$ cat config.mk
export PLATFORM = sky130hd
export DESIGN_NAME = button_debounce
export DESIGN_NICKNAME = d
export VERILOG_FILES = /design/src/rtl/button_pkg.sv /design/src/rtl/debounce_cell.sv /design/src/rtl/button_debounce.sv
export SDC_FILE = /design/constraint.sdc
export NUM_CORES = 1
export LEC_CHECK = 0
export ABC_AREA = 0
export ABC_CLOCK_PERIOD_IN_PS = 2800
export CORE_ASPECT_RATIO = 0.9
export CORE_MARGIN = 2
export CORE_UTILIZATION = 50
export DETAILED_ROUTE_END_ITERATION = 7
export GPL_TIMING_DRIVEN = 0
export HOLD_SLACK_MARGIN = 0.1
export PLACE_DENSITY = 0.72
export SETUP_SLACK_MARGIN = 0.5
export SKIP_LAST_GASP = 1
export SLEW_MARGIN = 20
export SYNTH_ARGS = -nofsm -noshare
export SYNTH_HDL_FRONTEND = slang
export SYNTH_HIERARCHICAL = 1
export SYNTH_SLANG_ARGS = --single-unit
$ cat constraint.sdc
create_clock -name clk_i -period 2.8 [get_ports clk_i]
set_input_delay 0.42 -clock clk_i [delete_from_list [all_inputs] [get_ports clk_i]]
set_output_delay 0.42 -clock clk_i [all_outputs]
set_load 0.02 [all_outputs]
$ cat src/rtl/button_pkg.sv
// Shared definitions for button_debounce: per-bit FSM state encoding and a
// width helper. Optional long-press logic is enabled by BUTTON_DEBOUNCE_LONG_PRESS_EN.
package button_pkg;

    typedef enum logic [1:0] {
        RELEASED    = 2'd0,
        DEB_PRESS   = 2'd1,
        PRESSED     = 2'd2,
        DEB_RELEASE = 2'd3
    } btn_state_e;

    // Bits needed to hold 0..value-1; never narrower than one bit.
    function automatic int unsigned clog2(input int unsigned value);
        int unsigned result;
        int unsigned remaining;
        result    = 0;
        remaining = (value > 0) ? value - 1 : 0;
        while (remaining != 0) begin
            result    = result + 1;
            remaining = remaining >> 1;
        end
        return (result == 0) ? 1 : result;
    endfunction

endpackage

$ cat src/rtl/debounce_cell.sv
// Single-bit synchronizer + debounce FSM with registered level/press/release.
// Long-press hold counter is built only when BUTTON_DEBOUNCE_LONG_PRESS_EN is defined.
module debounce_cell
    import button_pkg::*;
#(
    parameter int unsigned DEBOUNCE_CYCLES = 20000,
    parameter int unsigned LONG_CYCLES     = 2000000
) (
    input  logic clk_i,
    input  logic rst_i,
    input  logic pressed_raw_i,
    output logic level_o,
    output logic press_o,
    output logic release_o,
    output logic long_o
);

    localparam int unsigned      CNT_W    = clog2(DEBOUNCE_CYCLES);
    localparam logic [CNT_W-1:0] CNT_ONE  = CNT_W'(1);
    localparam logic [CNT_W-1:0] CNT_LAST = CNT_W'(DEBOUNCE_CYCLES - 1);

    logic             sync1_q, sync1_d;
    logic             sync2_q, sync2_d;
    btn_state_e       state_q, state_d;
    logic [CNT_W-1:0] cnt_q, cnt_d;
    logic             level_q, level_d;
    logic             press_q, press_d;
    logic             release_q, release_d;

    always_comb begin
        sync1_d   = pressed_raw_i;
        sync2_d   = sync1_q;
        state_d   = state_q;
        cnt_d     = cnt_q;
        level_d   = level_q;
        press_d   = 1'b0;
        release_d = 1'b0;
        unique case (state_q)
            RELEASED: begin
                if (sync2_q) begin
                    state_d = DEB_PRESS;
                    cnt_d   = CNT_ONE;
                end
            end
            DEB_PRESS: begin
                if (!sync2_q) begin
                    state_d = RELEASED;
                    cnt_d   = '0;
                end else if (cnt_q == CNT_LAST) begin
                    state_d = PRESSED;
                    cnt_d   = '0;
                    level_d = 1'b1;
                    press_d = 1'b1;
                end else begin
                    cnt_d = cnt_q + CNT_ONE;
                end
            end
            PRESSED: begin
                if (!sync2_q) begin
                    state_d = DEB_RELEASE;
                    cnt_d   = CNT_ONE;
                end
            end
            DEB_RELEASE: begin
                if (sync2_q) begin
                    state_d = PRESSED;
                    cnt_d   = '0;
                end else if (cnt_q == CNT_LAST) begin
                    state_d   = RELEASED;
                    cnt_d     = '0;
                    level_d   = 1'b0;
                    release_d = 1'b1;
                end else begin
                    cnt_d = cnt_q + CNT_ONE;
                end
            end
        endcase
    end

    // Synchronizer resets to "not pressed" so leaving reset never fakes a press.
    always_ff @(posedge clk_i) begin
        if (rst_i) begin
            sync1_q   <= 1'b0;
            sync2_q   <= 1'b0;
            state_q   <= RELEASED;
            cnt_q     <= '0;
            level_q   <= 1'b0;
            press_q   <= 1'b0;
            release_q <= 1'b0;
        end else begin
            sync1_q   <= sync1_d;
            sync2_q   <= sync2_d;
            state_q   <= state_d;
            cnt_q     <= cnt_d;
            level_q   <= level_d;
            press_q   <= press_d;
            release_q <= release_d;
        end
    end

    assign level_o   = level_q;
    assign press_o   = press_q;
    assign release_o = release_q;

`ifdef BUTTON_DEBOUNCE_LONG_PRESS_EN
    localparam int unsigned       HOLD_W     = clog2(LONG_CYCLES);
    localparam logic [HOLD_W-1:0] HOLD_ONE   = HOLD_W'(1);
    localparam logic [HOLD_W-1:0] HOLD_LAST  = HOLD_W'(LONG_CYCLES - 1);
    localparam logic [HOLD_W-1:0] HOLD_PULSE = HOLD_W'(LONG_CYCLES - 2);

    logic [HOLD_W-1:0] hold_q, hold_d;
    logic              long_q, long_d;

    // Pulse on the step into LONG_CYCLES-1, then hold there so it cannot repeat.
    always_comb begin
        hold_d = hold_q;
        long_d = 1'b0;
        if (press_d) begin
            hold_d = '0;
        end else if ((state_q == PRESSED || state_q == DEB_RELEASE) && hold_q != HOLD_LAST) begin
            hold_d = hold_q + HOLD_ONE;
            long_d = (hold_q == HOLD_PULSE);
        end
    end

    always_ff @(posedge clk_i) begin
        if (rst_i) begin
            hold_q <= '0;
            long_q <= 1'b0;
        end else begin
            hold_q <= hold_d;
            long_q <= long_d;
        end
    end

    assign long_o = long_q;
`else
    // Always 0; LONG_CYCLES is referenced only so overrides stay legal in this build.
    assign long_o = (LONG_CYCLES == 0) && 1'b0;
`endif

endmodule

$ cat src/rtl/button_debounce.sv
// WIDTH independent debounced button inputs with press/release (and optional
// long-press, BUTTON_DEBOUNCE_LONG_PRESS_EN) single-cycle events.
module button_debounce
    import button_pkg::*;
#(
    parameter int unsigned WIDTH           = 8,
    parameter int unsigned DEBOUNCE_CYCLES = 20000,
    parameter bit          ACTIVE_LOW      = 1'b1,
    parameter int unsigned LONG_CYCLES     = 2000000
) (
    input  logic             clk_i,
    input  logic             rst_i,
    input  logic [WIDTH-1:0] btn_n_i,
    output logic [WIDTH-1:0] level_o,
    output logic [WIDTH-1:0] press_o,
    output logic [WIDTH-1:0] release_o,
    output logic [WIDTH-1:0] long_o
);

    // Polarity is folded in ahead of the synchronizer; XOR commutes with the
    // flops, so this equals normalizing after sync with an inactive reset value.
    logic [WIDTH-1:0] pressed_raw;
    assign pressed_raw = btn_n_i ^ {WIDTH{ACTIVE_LOW}};

    for (genvar i = 0; i < WIDTH; i++) begin : g_cell
        debounce_cell #(
            .DEBOUNCE_CYCLES(DEBOUNCE_CYCLES),
            .LONG_CYCLES    (LONG_CYCLES)
        ) u_cell (
            .clk_i        (clk_i),
            .rst_i        (rst_i),
            .pressed_raw_i(pressed_raw[i]),
            .level_o      (level_o[i]),
            .press_o      (press_o[i]),
            .release_o    (release_o[i]),
            .long_o       (long_o[i])
        );
    end

endmodule

[Word level (Yosys, flattened, before mapping)]
Index checks and enable logic that the tools add are counted.
Word-level totals
  flip-flop bits (word level): 176
  bits in latches: 0
  memory bits (writable): 0
  memory bits (read-only): 0
  bits of input ports: 10
  output and inout port bits: 32
  word-level logic and storage cells: 393
  memories kept: 0
Cells by class
  add/sub/neg operators: 8
  multiply operators: 0
  div/mod/pow operators: 0
  $lt $le $gt $ge: 0
  equality and inequality tests: 96
  shift-type cells: 0
  multiplexer cells: 152
  bitwise gates (word level): 25
  reductions and logical operators: 56
Operators by type and width (count)
  two-way mux 15 bit: 40
  one-hot mux 15 bit (4 select lines): 8
  adder 15 x 1 -> 15 bit (second input constant): 8
  == test 15 bit (second input constant): 8
  two-way mux 2 bit: 48
  inequality test 2 x 1 -> 1 bit (second input constant): 32
  one-hot mux 2 bit (4 select lines): 8
  OR reduction 3 bit: 16
  two-way mux 1 bit: 40
  AND reduction 5 bit: 8
  == test 2 bit (second input constant): 16
  inequality test 2 bit (second input constant): 16
  AND reduction 4 bit: 8
  inequality test 3 x 1 -> 1 bit (second input constant): 8
  inequality test 3 bit (second input constant): 8
  inverter 1 bit: 24
  == test 2 x 1 -> 1 bit (second input constant): 8
  zero test 2 bit: 8
  one-hot mux 1 bit (2 select lines): 8
  AND reduction 2 bit: 8
  nonzero test 2 bit: 8
  inverter 8 bit: 1

[Depth between registers and ports, before layout]
Gate-level depths: netlist of the first run.
  depth after elaboration: 4
  gate-level depth with buffers: 7
  gate-level depth less buffers: 5

[Hierarchy]
Netlist of the first run, hierarchy kept.
Modules (own cells, without submodules)
  debounce_cell (g_cell[0].u_cell ...): instances 6, cells each 133, area an instance 1143.6 sq um
  debounce_cell (g_cell[7].u_cell): instances 1, cells each 138, area an instance 1141.1 sq um
  debounce_cell (g_cell[6].u_cell): instances 1, cells each 133, area an instance 1134.8 sq um
  button_debounce: instances 1, cells each 8, area an instance 30.0 sq um

[Worst setup path after synthesis of the first run]
Ideal clock, no wire load.
  path type: reg-to-reg
  start point: register g_cell[6].u_cell.cnt_q[0]
  end point: register g_cell[6].u_cell.cnt_q[1]
  setup time: 128 ps
  arrival: 2013 ps
  data required time: 2672 ps
  setup slack: 659 ps
  stages on the path, launching flop included: 8
  buffers on the path: 2
  period minus slack after synthesis: 2141 ps
  path through: dfxtp_1 > ha_1 > or4bb_1 > or4_4 > buf_6 > buf_8 > a32oi_1 > nor2_1
Between the ends
  cells in the longest elaborated chain, start to end: 4
  elaborated cells between the ends (all ways): 6
  those cells by class: add/sub (1); eq/ne (1); mux (4)
Ends and longest elaborated chain
  start, declared: line debounce_cell.sv:25  | logic [CNT_W-1:0] cnt_q, cnt_d;
  start signal, assigned: line debounce_cell.sv:94  | cnt_q <= cnt_d;
  adder 15 x 1 -> 15 bit / == test 15 bit (equally long branches)
  two-way mux 15 bit (*): line debounce_cell.sv:49, debounce_cell.sv:68
  two-way mux 15 bit, on equally long branches: line debounce_cell.sv:65, debounce_cell.sv:46
  one-hot mux 15 bit (4 select lines) (*): line debounce_cell.sv:38  | unique case (state_q)
Mark *: on every way between the ends. The rest lies on a longest branch, timed or not.
A chain may end at the register's enable or synchronous reset.

[Worst setup path after layout of the first run]
  start point: register g_cell[6].u_cell.cnt_q[1]
  end point: register g_cell[6].u_cell.cnt_q[1]
Same word-level chain as after synthesis.

==> results of run 1 <==
==> what timing repair did <==
| item | CTS | global route |
|---|---|---|
| resized for setup | 8 | 25 |
| cloned | 0 | 0 |
| setup endpoints to repair | 84 | 67 |
| setup buffers | 0 | 1 |
==> per-layer routing <==
layer	global-route usage (%)	up-vias
li1	-	4239
met3	4.690	12
met2	32.66	255
met5	0	-
met4	5.394	0
met1	32.01	3959
==> final cells by class <==
class	instances	area, µm²	share of cell area [%]
Clock buffer	22	484.2	4.629
Tap cell	240	300.3	2.871
Sequential cell	176	3531	33.76
Clock inverter	9	83.83	0.8014
Buffer	50	351.6	3.361
Timing Repair Buffer	34	336.6	3.218
Multi-Input combinational cell	803	5192	49.64
Inverter	48	180.2	1.722
==> cells in the final DEF (no fill, tap or decap), drive strengths merged, types with 23 or more instances in the layout <==
cell             n
nor3            48
inv             48
nand3           84
clkdlybuf4s50   32
buf             26
o211ai          29
or4             28
nor2b           23
nand4           36
a21oi           43
clkbuf          47
nand2          113
a31oi          109
dfxtp          176
o21ai           39
==> registers in the layout, indices dropped and copies added, names as in the netlist, named ones only <==
register and flops:
g_cell.u_cell/sync1_q 8, g_cell.u_cell/release_o 8, g_cell.u_cell/sync2_q 8, g_cell.u_cell/state_q 8, g_cell.u_cell/cnt_q 120, g_cell.u_cell/press_o 8, g_cell.u_cell/level_o 8
==> final timing paths <==
kind,endpoint,slack [ps],depth (start not counted)
setup / recovery,g_cell[6].u_cell/cnt_q[1],540,7
hold / removal,g_cell[0].u_cell/sync2_q,430,1
setup reg to reg,g_cell[6].u_cell/cnt_q[1],540,7
hold reg to reg,g_cell[0].u_cell/sync2_q,430,1
==> through the flow <==
step / hold WS (ps) / cell area [µm²] / util [%] / power (mW)
after floorplan: 413.8 / 9168 / - / 2.786
after global placement: 416.0 / 9798 / 55.09 / 2.870
after detailed placement: 420.4 / 9798 / 55.09 / 2.873
after CTS: 436.1 / 10400 / 58.48 / 5.151
after global routing: 456.0 / 10460 / 58.82 / 5.300
final: 434.3 / 10460 / 58.82 / 5.089
==> cell families after synthesis <==
logic type,synth area share [%]
xor gates and xnor gates,2.484
other,0.3276
and+or+nand+nor,30.50
muxes,1.092
adders and majority gates,1.092
DFF,38.43
AOI/OAI and AO/OA,20.38
buffers and inverters,5.691
==> power by group through the flow <==
stage	clock [mW]	sequential, mW	combinational (mW)
floorplan	0	2.64	0.150
global placement	0	2.63	0.243
detailed placement	0	2.63	0.244
CTS	2.33	2.57	0.249
global route	2.44	2.58	0.282
finish	2.26	2.57	0.254
==> synthesized netlist by cell type (20+ instances only) <==
library cell,count
sky130_fd_sc_hd__nor2b_1,23
sky130_fd_sc_hd__nor2_1,20
sky130_fd_sc_hd__or3_1,21
sky130_fd_sc_hd__nand3_1,78
sky130_fd_sc_hd__nand2_1,107
sky130_fd_sc_hd__o21ai_0,26
sky130_fd_sc_hd__inv_1,48
sky130_fd_sc_hd__a21oi_1,43
sky130_fd_sc_hd__nand4_1,36
sky130_fd_sc_hd__clkbuf_1,25
sky130_fd_sc_hd__or4_1,20
sky130_fd_sc_hd__o211ai_1,29
sky130_fd_sc_hd__a31oi_1,109
sky130_fd_sc_hd__nor3_1,42
sky130_fd_sc_hd__dfxtp_1,176
==> flow_summary.rst, run 1 <==
.. list-table::
   :header-rows: 1

   * - Metric
     - Value
   * - Status
     - finished clean
   * - Endpoint type of the worst setup path
     - register
   * - Wire length of the first global-routing pass
     - 36290 µm
   * - Source-to-sink clock delay at the later pin of the worst-skew pair
     - 420 ps
   * - Global route overflow
     - 0
   * - Number of different library cells in the post-synthesis netlist
     - 53
   * - Post-route insts no fill
     - 1382
   * - Fraction of final layout cells with drive strength greater than 1
     - 10.60%
   * - Average cell area after synthesis
     - 8.512 µm²
   * - Nets
     - 1148
   * - Global-route total usage across every layer
     - 21.81%
   * - Max-slew violation total from the final report
     - 0
   * - Sinks on Clock Net
     - 176
   * - Final Hold Fails
     - 0
   * - Maximum number of pins on one net before global-route repair
     - 17
   * - CP Launch Point
     - g_cell[6].u_cell/cnt_q[1]
   * - Post-synth ARST share
     - 0%
   * - Post-route minimum period
     - 2259 ps
   * - Starting density of the core
     - 51.55%
   * - Core Rows
     - 46
   * - Met3 wire len
     - 1178 µm
   * - Total power density per cell area
     - 486.5 mW/mm²
   * - Number of synthesized register bits
     - 176
   * - Internal
     - 3.943 mW
   * - Family of cells with the greatest summed delay on the critical path
     - simple AND/OR/NAND/NOR gates
   * - Top routing layer used
     - met4
   * - Number of levels the H-tree was split into
     - 4
   * - Sequential share of power
     - 50.6%
   * - Cells after synthesis
     - 1077
   * - Max-cap viol count
     - 0
   * - GPL Wtd Cong
     - 0.8712
   * - Vias per std cell
     - 6.125
   * - Layout-stage area growth over the synthesis result
     - 14.10%
   * - Critical Path AT
     - 2550 ps
   * - Number of DRC markers after the initial detailed-route iteration
     - 591
   * - Class of the most critical hold timing path
     - register to register
   * - Crit-path slowest cell
     - sky130_fd_sc_hd__or4bb_4
   * - Via count of the first global-routing pass
     - 7566
   * - # diodes
     - 0
   * - Startpoint class of the critical path
     - register
   * - Top Ports
     - 42
   * - Post-cts hold buffer count
     - 0
   * - Met2 Wirelength
     - 9261 µm
   * - Clock-pin transition on the worst setup and hold timing paths
     - 60 ps
   * - Startpoint-to-endpoint class of the critical path
     - register to register
   * - Switching fraction of total power
     - 22.52%
   * - Antenna-violating nets left
     - 0
   * - Core area
     - 0.01778 mm²
   * - P_sw
     - 1.146 mW
   * - Critical-path maximum fanout
     - 10
   * - Largest area contributor in the netlist
     - sky130_fd_sc_hd__dfxtp_1
   * - Peak Freq
     - 442.7 MHz
   * - Setup_tns
     - 0 ps
   * - Vias
     - 8465
   * - Worst Setup Slack, final
     - 541.0 ps
   * - Count of input and output buffers
     - 33
   * - Root cell of the clock tree
     - sky130_fd_sc_hd__clkbuf_16
   * - Critical path, cell by cell
     - ha_4 > or4bb_4 > or4_4 > buf_6 > buf_8 > a32oi_2 > nor2_1
   * - Die Outline Area
     - 0.01944 mm²
   * - Total CTS buffers
     - 17
   * - Part of the Yosys area used for sequential elements
     - 38.43%
   * - Final worst path period share
     - 80.68%
   * - Setup repair after global routing missed its margin
     - no
   * - Post-Syn Nets
     - 1095
   * - Largest incremental delay on the critical path
     - 530 ps
   * - Cell total after placement
     - 1350
   * - Area fraction of the dominant cell type after synthesis
     - 38.43%
   * - Summed instance area of the synthesized netlist
     - 0.009168 mm²
   * - Filler Cells Inserted
     - 1598
   * - Post-detailed-placement half-perimeter wirelength
     - 14110 µm
   * - Post-route DRC violation count
     - 0
   * - Leakage power total
     - 3.254 nW
   * - Chip Width
     - 146.7 µm
   * - Initial antenna violation count
     - 0
   * - Routed wire length
     - 20930 µm
   * - Relative contribution of combinational cells to total power
     - 5.0%
   * - Number of synthesized flops with an enable pin
     - 0
   * - Hold path start
     - g_cell[0].u_cell/sync1_q
   * - Most area-consuming cells after synthesis
     - sky130_fd_sc_hd__dfxtp_1 (38%), sky130_fd_sc_hd__a31oi_1 (7.4%), sky130_fd_sc_hd__nand2_1 (4.4%), sky130_fd_sc_hd__nand3_1 (4.3%), sky130_fd_sc_hd__nand4_1 (2.5%)
   * - Worst setup slack before clock tree synthesis
     - -378.2 ps
   * - Actual slew at the worst max-slew pin
     - 900.3 ps
   * - Relative slew slack
     - 39.98%
   * - Required time of the critical path
     - 3090 ps
   * - Number of warning messages in the yosys log
     - 6
   * - Startpoint of the worst-slack reg-to-reg timing path
     - g_cell[6].u_cell/cnt_q[1]
   * - Count of buffer and inverter cells on the critical path
     - 2
   * - Met1 wire length
     - 10320 µm
   * - Predominant post-synthesis flop cell
     - sky130_fd_sc_hd__dfxtp_1
   * - Average wire length per cell after detail routing
     - 15.15 µm
   * - TritonCTS clock tree
     - done
   * - Final setup viols
     - 0
   * - VDD IR max
     - 348.4 µV
   * - Deepest clock path buffer count
     - 2
   * - Clock network fraction of total power
     - 44.5%
   * - Post-route clock skew
     - 9.019 ps
   * - Drt pass-1 iters
     - 5
   * - Die Y-Extent
     - 132.5 µm
Note: power is estimated with default switching activity, not from simulation.
==> inputs of run 2 (changes only) <==
Settings changed: ABC_CLOCK_PERIOD_IN_PS 2800 to 2400.
Clock period 2.8 ns to 2.4 ns, I/O delays scaled along.
==> flow_summary.rst, run 2 (synthesis gave the netlist of run 1 again) <==
.. list-table::
   :header-rows: 1

   * - Metric
     - Value
   * - Final total power
     - 6.013 mW
   * - Largest register by flop count
     - g_cell.u_cell/cnt_q
   * - Routed wire length
     - 24750 µm
   * - Status
     - finished clean
   * - Source-to-sink clock delay at the later pin of the worst-skew pair
     - 430 ps
   * - GR Layer Usage met3
     - 4.724%
   * - Starting density of the core
     - 51.55%
   * - Post-route clock skew
     - 10.22 ps
   * - GRT met2 Usage
     - 36.41%
   * - VDD IR max
     - 484.1 µV
   * - Via count of the first global-routing pass
     - 7939
   * - Number of DRC markers after the initial detailed-route iteration
     - 687
   * - GPL Wtd Cong
     - 0.8796
   * - # diodes
     - 0
   * - Post-cts hold buffer count
     - 0
   * - TritonCTS clock tree
     - done
   * - Antenna-violating nets left
     - 0
   * - Chip Width
     - 146.7 µm
   * - Max-slew violation total from the final report
     - 0
   * - Peak Freq
     - 484.0 MHz
   * - Drt pass-1 iters
     - 7
   * - Post-route DRC violation count
     - 0
   * - Final setup viols
     - 0
   * - Clock-pin transition on the worst setup and hold timing paths
     - 70 ps
   * - Relative slew slack
     - 35.73%
   * - Layout-stage area growth over the synthesis result
     - 35.38%
   * - Top Ports
     - 42
   * - Global-route total usage across every layer
     - 23.43%
   * - Sinks on Clock Net
     - 176
   * - Required time of the critical path
     - 2710 ps
   * - Actual slew at the worst max-slew pin
     - 956.8 ps
   * - Total power density per cell area
     - 484.5 mW/mm²
   * - Nets
     - 1227
   * - Critical-path maximum fanout
     - 5
   * - Class of the most critical hold timing path
     - register to register
   * - Startpoint class of the critical path
     - register
   * - Vias per std cell
     - 6.276
   * - Deepest clock path buffer count
     - 2
   * - Die Outline Area
     - 0.01944 mm²
   * - Number of levels the H-tree was split into
     - 4
   * - Wire length of the first global-routing pass
     - 38530 µm
   * - Endpoint type of the worst setup path
     - register
   * - Total CTS buffers
     - 17
   * - Count of input and output buffers
     - 33
   * - Fraction of final layout cells with drive strength greater than 1
     - 29.21%
   * - Post-route minimum period
     - 2066 ps
   * - Final worst path period share
     - 86.08%
   * - Average wire length per cell after detail routing
     - 16.93 µm
   * - Die Y-Extent
     - 132.5 µm
   * - Startpoint-to-endpoint class of the critical path
     - register to register
   * - Worst Reg-to-Reg Cells
     - 5
   * - Core Rows
     - 46
   * - Final Hold Fails
     - 0
   * - Setup_tns
     - 0 ps
   * - Most common cell after layout, fill and taps aside
     - sky130_fd_sc_hd__dfxtp_1
   * - Post-detailed-placement half-perimeter wirelength
     - 14110 µm
   * - Largest register FFs
     - 120
   * - Global Route met1 Usage
     - 32.96%
   * - Vias
     - 9176
   * - Commonest cells after routing, fill and taps aside
     - sky130_fd_sc_hd__dfxtp_1 (125), sky130_fd_sc_hd__nand2_1 (106), sky130_fd_sc_hd__a31oi_1 (77)
   * - Grt peak-use layer
     - met2
   * - Critical Path AT
     - 2380 ps
   * - Initial antenna violation count
     - 0
   * - Leakage power total
     - 4.001 nW
   * - Global route overflow
     - 0
   * - Maximum number of pins on one net before global-route repair
     - 17
   * - Core area
     - 0.01778 mm²
   * - Number of stages on the worst hold path
     - 1
   * - Setup repair after global routing missed its margin
     - yes
   * - Root cell of the clock tree
     - sky130_fd_sc_hd__clkbuf_16
   * - Max-cap viol count
     - 0
[run 2: cell types whose count changed in the layout (fill, tap and decap cells not counted), moves of 10 or more]
cell,previous run,this run
sky130_fd_sc_hd__a31oi_4,0,23
sky130_fd_sc_hd__a31oi_1,109,77
sky130_fd_sc_hd__a41oi_1,16,1
sky130_fd_sc_hd__a41oi_2,0,15
sky130_fd_sc_hd__o21ai_2,1,12
sky130_fd_sc_hd__dfxtp_2,0,25
sky130_fd_sc_hd__o21ai_1,12,2
sky130_fd_sc_hd__buf_4,9,70
sky130_fd_sc_hd__dfxtp_1,174,125
sky130_fd_sc_hd__dfxtp_4,2,26
[run 2: path summary, 6_finish.rpt]
check	slack (ps)	start	end
setup / recovery	330	g_cell[3].u_cell/cnt_q[12]	g_cell[3].u_cell/cnt_q[13]
hold / removal	440	g_cell[5].u_cell/sync1_q	g_cell[5].u_cell/sync2_q
setup reg to reg	330	g_cell[3].u_cell/cnt_q[12]	g_cell[3].u_cell/cnt_q[13]
hold reg to reg	440	g_cell[5].u_cell/sync1_q	g_cell[5].u_cell/sync2_q
[run 2: worst max-delay path, stage by stage (launching register included)]
cell	delay, ps
sky130_fd_sc_hd__dfxtp_4	360
sky130_fd_sc_hd__or4b_4	540
sky130_fd_sc_hd__or4_4	660
sky130_fd_sc_hd__buf_12	200
sky130_fd_sc_hd__a31oi_4	120
sky130_fd_sc_hd__o22ai_1	80
[run 2: timing repair]
| item | 4_1_cts | 5_1_grt |
|---|---|---|
| cloned | 14 | 1 |
| buffers inserted | 37 | 28 |
| gates resized for setup | 128 | 127 |
| pin swaps | 81 | 58 |
| setup endpoints to repair | 131 | 139 |
[run 2: routing by layer]
layer / vias to the layer above / part of all wire, %
li1: 4424 / -
met1: 4394 / 45
met2: 322 / 48
met3: 36 / 6.0
met4: 0 / 1.4
met5: - / 0
[run 2: metrics by stage]
stage / worst slack [ps] / area, µm² / hold WS [ps] / std cells / util, %
floorplan: 436.8 / 9261 / 413.8 / 1077 / -
global placement: -759.1 / 9892 / 417.2 / 1350 / 55.62
detailed placement: -756.0 / 9892 / 421.8 / 1350 / 55.62
CTS: 369.8 / 11440 / 437.5 / 1433 / 64.30
global route: 279.3 / 12410 / 454.7 / 1462 / 69.78
finish: 334.0 / 12410 / 437.4 / 1462 / 69.78
[run 2: area by class of cell]
cell class	instances	area (µm²)
multi-input cells	803	6146
fillers	1295	5374
inverters	48	180.2
plain buffers	50	420.4
flip-flops and latches	176	3652
clock inverters	13	138.9
clock buffers	19	432.9
well taps	240	300.3
repair buffers	113	1140
[run 2: report_power, final]
part / internal, mW / switching, mW
logic: 0.129 / 0.206
clock network: 1.53 / 1.17
registers: 2.93 / 0.0433
total: 4.59 / 1.42
==> inputs of run 3 (changes only) <==
Settings changed: ABC_AREA 0 to 1, SLEW_MARGIN 20 to unset.
==> flow_summary.rst, run 3 <==
.. list-table::
   :header-rows: 1

   * - Metric
     - Value
   * - Crit-path slowest cell
     - sky130_fd_sc_hd__clkdlybuf4s50_1
   * - Worst Setup Slack, final
     - 621.9 ps
   * - Synth top cells by count
     - sky130_fd_sc_hd__nand2_1 (416), sky130_fd_sc_hd__dfxtp_1 (176), sky130_fd_sc_hd__nor2_1 (168)
   * - Die Y-Extent
     - 139.2 µm
   * - Most area-consuming cells after synthesis
     - sky130_fd_sc_hd__dfxtp_1 (35%), sky130_fd_sc_hd__nand2_1 (15%), sky130_fd_sc_hd__nor2_1 (6.2%), sky130_fd_sc_hd__a21oi_2 (6.0%), sky130_fd_sc_hd__inv_1 (5.4%)
   * - Deepest clock path buffer count
     - 2
   * - Area fraction of the dominant cell type after synthesis
     - 34.68%
   * - Drt pass-1 iters
     - 8
   * - Source-to-sink clock delay at the later pin of the worst-skew pair
     - 430 ps
   * - Worst Reg-to-Reg Cells
     - 9
   * - Number of different library cells in the post-synthesis netlist
     - 34
   * - Routed wire length
     - 21620 µm
   * - Layout-stage area growth over the synthesis result
     - 12.83%
   * - Postcts setup bufs
     - 0
   * - Status
     - finished clean
   * - CP Launch Point
     - g_cell[2].u_cell/level_o
   * - Core area
     - 0.01993 mm²
   * - Chip Width
     - 154.2 µm
   * - Critical Path AT
     - 1420 ps
   * - Largest register by flop count
     - g_cell.u_cell/cnt_q
   * - Final instance area
     - 0.01146 mm²
   * - Nets
     - 1552
   * - Number of DRC markers after the initial detailed-route iteration
     - 511
   * - Global route overflow
     - 0
   * - GPL Wtd Cong
     - 0.9098
   * - Largest area contributor in the netlist
     - sky130_fd_sc_hd__dfxtp_1
   * - Wire length of the first global-routing pass
     - 37630 µm
   * - # diodes
     - 0
   * - Required time of the critical path
     - 2040 ps
   * - Actual slew at the worst max-slew pin
     - 701.5 ps
   * - Number of synthesized register bits
     - 176
   * - Starting density of the core
     - 50.98%
   * - Maximum number of pins on one net before global-route repair
     - 19
   * - Family of cells with the greatest summed delay on the critical path
     - buffers and inverters
   * - Total cell area at the placement stage
     - 0.01081 mm²
   * - Number of levels the H-tree was split into
     - 4
   * - Clock-pin transition on the worst setup and hold timing paths
     - 70 ps
   * - Reg-to-reg critical path endpoint
     - g_cell[6].u_cell/cnt_q[12]
   * - Most common cell after layout, fill and taps aside
     - sky130_fd_sc_hd__nand2_1
   * - Cells after synthesis
     - 1482
   * - TritonCTS clock tree
     - done
   * - Die Outline Area
     - 0.02147 mm²
   * - Vias per std cell
     - 5.127
   * - Cell total after placement
     - 1770
   * - Commonest cells after routing, fill and taps aside
     - sky130_fd_sc_hd__nand2_1 (416), sky130_fd_sc_hd__dfxtp_1 (176), sky130_fd_sc_hd__nor2_1 (168)
   * - Critical-path maximum fanout
     - 2
   * - Cell with the most instances after synthesis
     - sky130_fd_sc_hd__nand2_1
   * - Total CTS buffers
     - 17
   * - Count of input and output buffers
     - 33
   * - Post-route minimum period
     - 1778 ps
   * - Fraction of final layout cells with drive strength greater than 1
     - 17.66%
   * - Max-cap viol count
     - 0
   * - Number of stages on the worst hold path
     - 2
   * - Post-detailed-placement half-perimeter wirelength
     - 15490 µm
   * - Average wire length per cell after detail routing
     - 12.00 µm
   * - Sinks on Clock Net
     - 176
   * - Critical path, cell by cell
     - clkdlybuf4s50_1
   * - Total power density per cell area
     - 558.7 mW/mm²
   * - Summed instance area of the synthesized netlist
     - 0.01016 mm²
   * - Largest incremental delay on the critical path
     - 620 ps
   * - Post-route clock skew
     - 9.047 ps
   * - Largest register FFs
     - 120
   * - Post-Syn Nets
     - 1500
   * - VDD IR max
     - 431.4 µV
   * - Top Ports
     - 42
   * - Setup repair after global routing missed its margin
     - no
   * - Setup_tns
     - 0 ps
   * - Root cell of the clock tree
     - sky130_fd_sc_hd__clkbuf_16
   * - Hold path start
     - g_cell[4].u_cell/sync1_q
   * - Post-route DRC violation count
     - 0
   * - Leakage power total
     - 4.159 nW
   * - Post-route insts no fill
     - 1801
   * - Global-route total usage across every layer
     - 20.61%
   * - Final worst path period share
     - 74.09%
   * - Peak Freq
     - 562.4 MHz
   * - Max-slew violation total from the final report
     - 0
   * - Core Rows
     - 49
   * - Setup slack of the most critical reg-to-reg path
     - 700 ps
   * - Worst setup slack before clock tree synthesis
     - -381.1 ps
   * - Final Hold Fails
     - 0
   * - Final setup viols
     - 0
   * - Number of synthesized flops with an enable pin
     - 0
   * - Startpoint-to-endpoint class of the critical path
     - register to output pin
   * - Predominant post-synthesis flop cell
     - sky130_fd_sc_hd__dfxtp_1
   * - Via count of the first global-routing pass
     - 8326
   * - Number of warning messages in the yosys log
     - 6
   * - Vias
     - 9233
   * - Endpoint type of the worst setup path
     - output pin
   * - Relative slew slack
     - 53.23%
   * - Hold worst-path end
     - g_cell[4].u_cell/sync2_q
   * - Startpoint of the worst-slack reg-to-reg timing path
     - g_cell[6].u_cell/cnt_q[0]
   * - Part of the Yosys area used for sequential elements
     - 34.68%
   * - Startpoint class of the critical path
     - register
   * - Class of the most critical hold timing path
     - register to register
   * - Initial antenna violation count
     - 0
   * - Antenna-violating nets left
     - 0
   * - Average cell area after synthesis
     - 6.855 µm²
   * - Count of buffer and inverter cells on the critical path
     - 1
   * - Post-synth ARST share
     - 0%
==> run 3: changes by cell type after synthesis, moves of 57 or more <==
| cell | before | now |
|---|---|---|
| sky130_fd_sc_hd__inv_1 | 48 | 146 |
| sky130_fd_sc_hd__a21oi_2 | 0 | 70 |
| sky130_fd_sc_hd__o21ai_0 | 26 | 83 |
| sky130_fd_sc_hd__a31oi_1 | 109 | 0 |
| sky130_fd_sc_hd__nand2_1 | 107 | 416 |
| sky130_fd_sc_hd__nor2_1 | 20 | 168 |
==> run 3: cells by family (layout without fill, tap and decap cells) <==
group / after synthesis / after routing / share of synthesized area, %
other: 8 / 8 / 0.2956
AOI/OAI and AO/OA: 224 / 224 / 14.46
buffers and inverters: 200 / 264 / 9.077
adders and majority gates: 8 / 8 / 0.9854
xor gates and xnor gates: 8 / 8 / 0.6898
and+or+nand+nor: 858 / 858 / 39.81
DFF: 176 / 176 / 34.68
==> run 3: per-layer routing <==
layer / vias up / part of all wire [%] / GRT usage [%]
li1: 4837 / - / -
met1: 4203 / 48 / 27.77
met3: 20 / 3.6 / 3.052
met2: 173 / 47 / 34.13
met4: 0 / 1.5 / 6.542
met5: - / 0 / 0
==> run 3: how the worst max path moves through the flow <==
stage / end / cells after the start
final: level_o[2] / 1
after global routing: g_cell[6].u_cell/cnt_q[5] / 9
after CTS: level_o[2] / 1
after detailed placement: g_cell[7].u_cell/level_o / 5
after global placement: g_cell[7].u_cell/level_o / 5
after floorplan: g_cell[6].u_cell/cnt_q[12] / 9
==> run 3: per-stage QoR <==
| step | utilization, % | hold WS, ps | power (mW) |
|---|---|---|---|
| 6_report | 57.53 | 401.1 | 6.404 |
| 3_3_place_gp | 54.24 | 390.0 | 3.395 |
| 2_1_floorplan | - | 388.3 | 3.300 |
| 4_1_cts | 57.53 | 404.6 | 6.468 |
| 5_1_grt | 57.53 | 409.7 | 6.622 |
| 3_5_place_dp | 54.24 | 394.8 | 3.403 |
==> run 3: cell type report <==
class | count | area, µm²
multi-input combinational | 1106 | 5713
clock buffer | 22 | 474.2
clock inverter | 9 | 178.9
timing repair buffer | 33 | 331.6
inverter | 155 | 581.8
tap | 255 | 319.1
buffer | 45 | 340.3
fill | 1880 | 8463
sequential | 176 | 3523
==> run 3: worst reg2reg max path: stages (launching register included) <==
cell and delay, ps:
sky130_fd_sc_hd__dfxtp_1 390, sky130_fd_sc_hd__ha_1 180, sky130_fd_sc_hd__nand2_1 110, sky130_fd_sc_hd__nor2_2 300, sky130_fd_sc_hd__nand2_1 110, sky130_fd_sc_hd__nor2_2 130, sky130_fd_sc_hd__nor2_4 70, sky130_fd_sc_hd__buf_12 150
sky130_fd_sc_hd__nand3_2 70, sky130_fd_sc_hd__a21oi_2 50
==> run 3: report_power, final <==
group / switching, mW / internal (mW) / total [mW]
Clock: 1.14 / 1.93 / 3.07
Sequential: 0.0453 / 2.96 / 3.00
Combinational: 0.228 / 0.105 / 0.333
==> run 3: repair_timing <==
item,CTS,global route
gates resized for setup,3,0
hold buffers,0,0
setup endpoints to repair,143,0
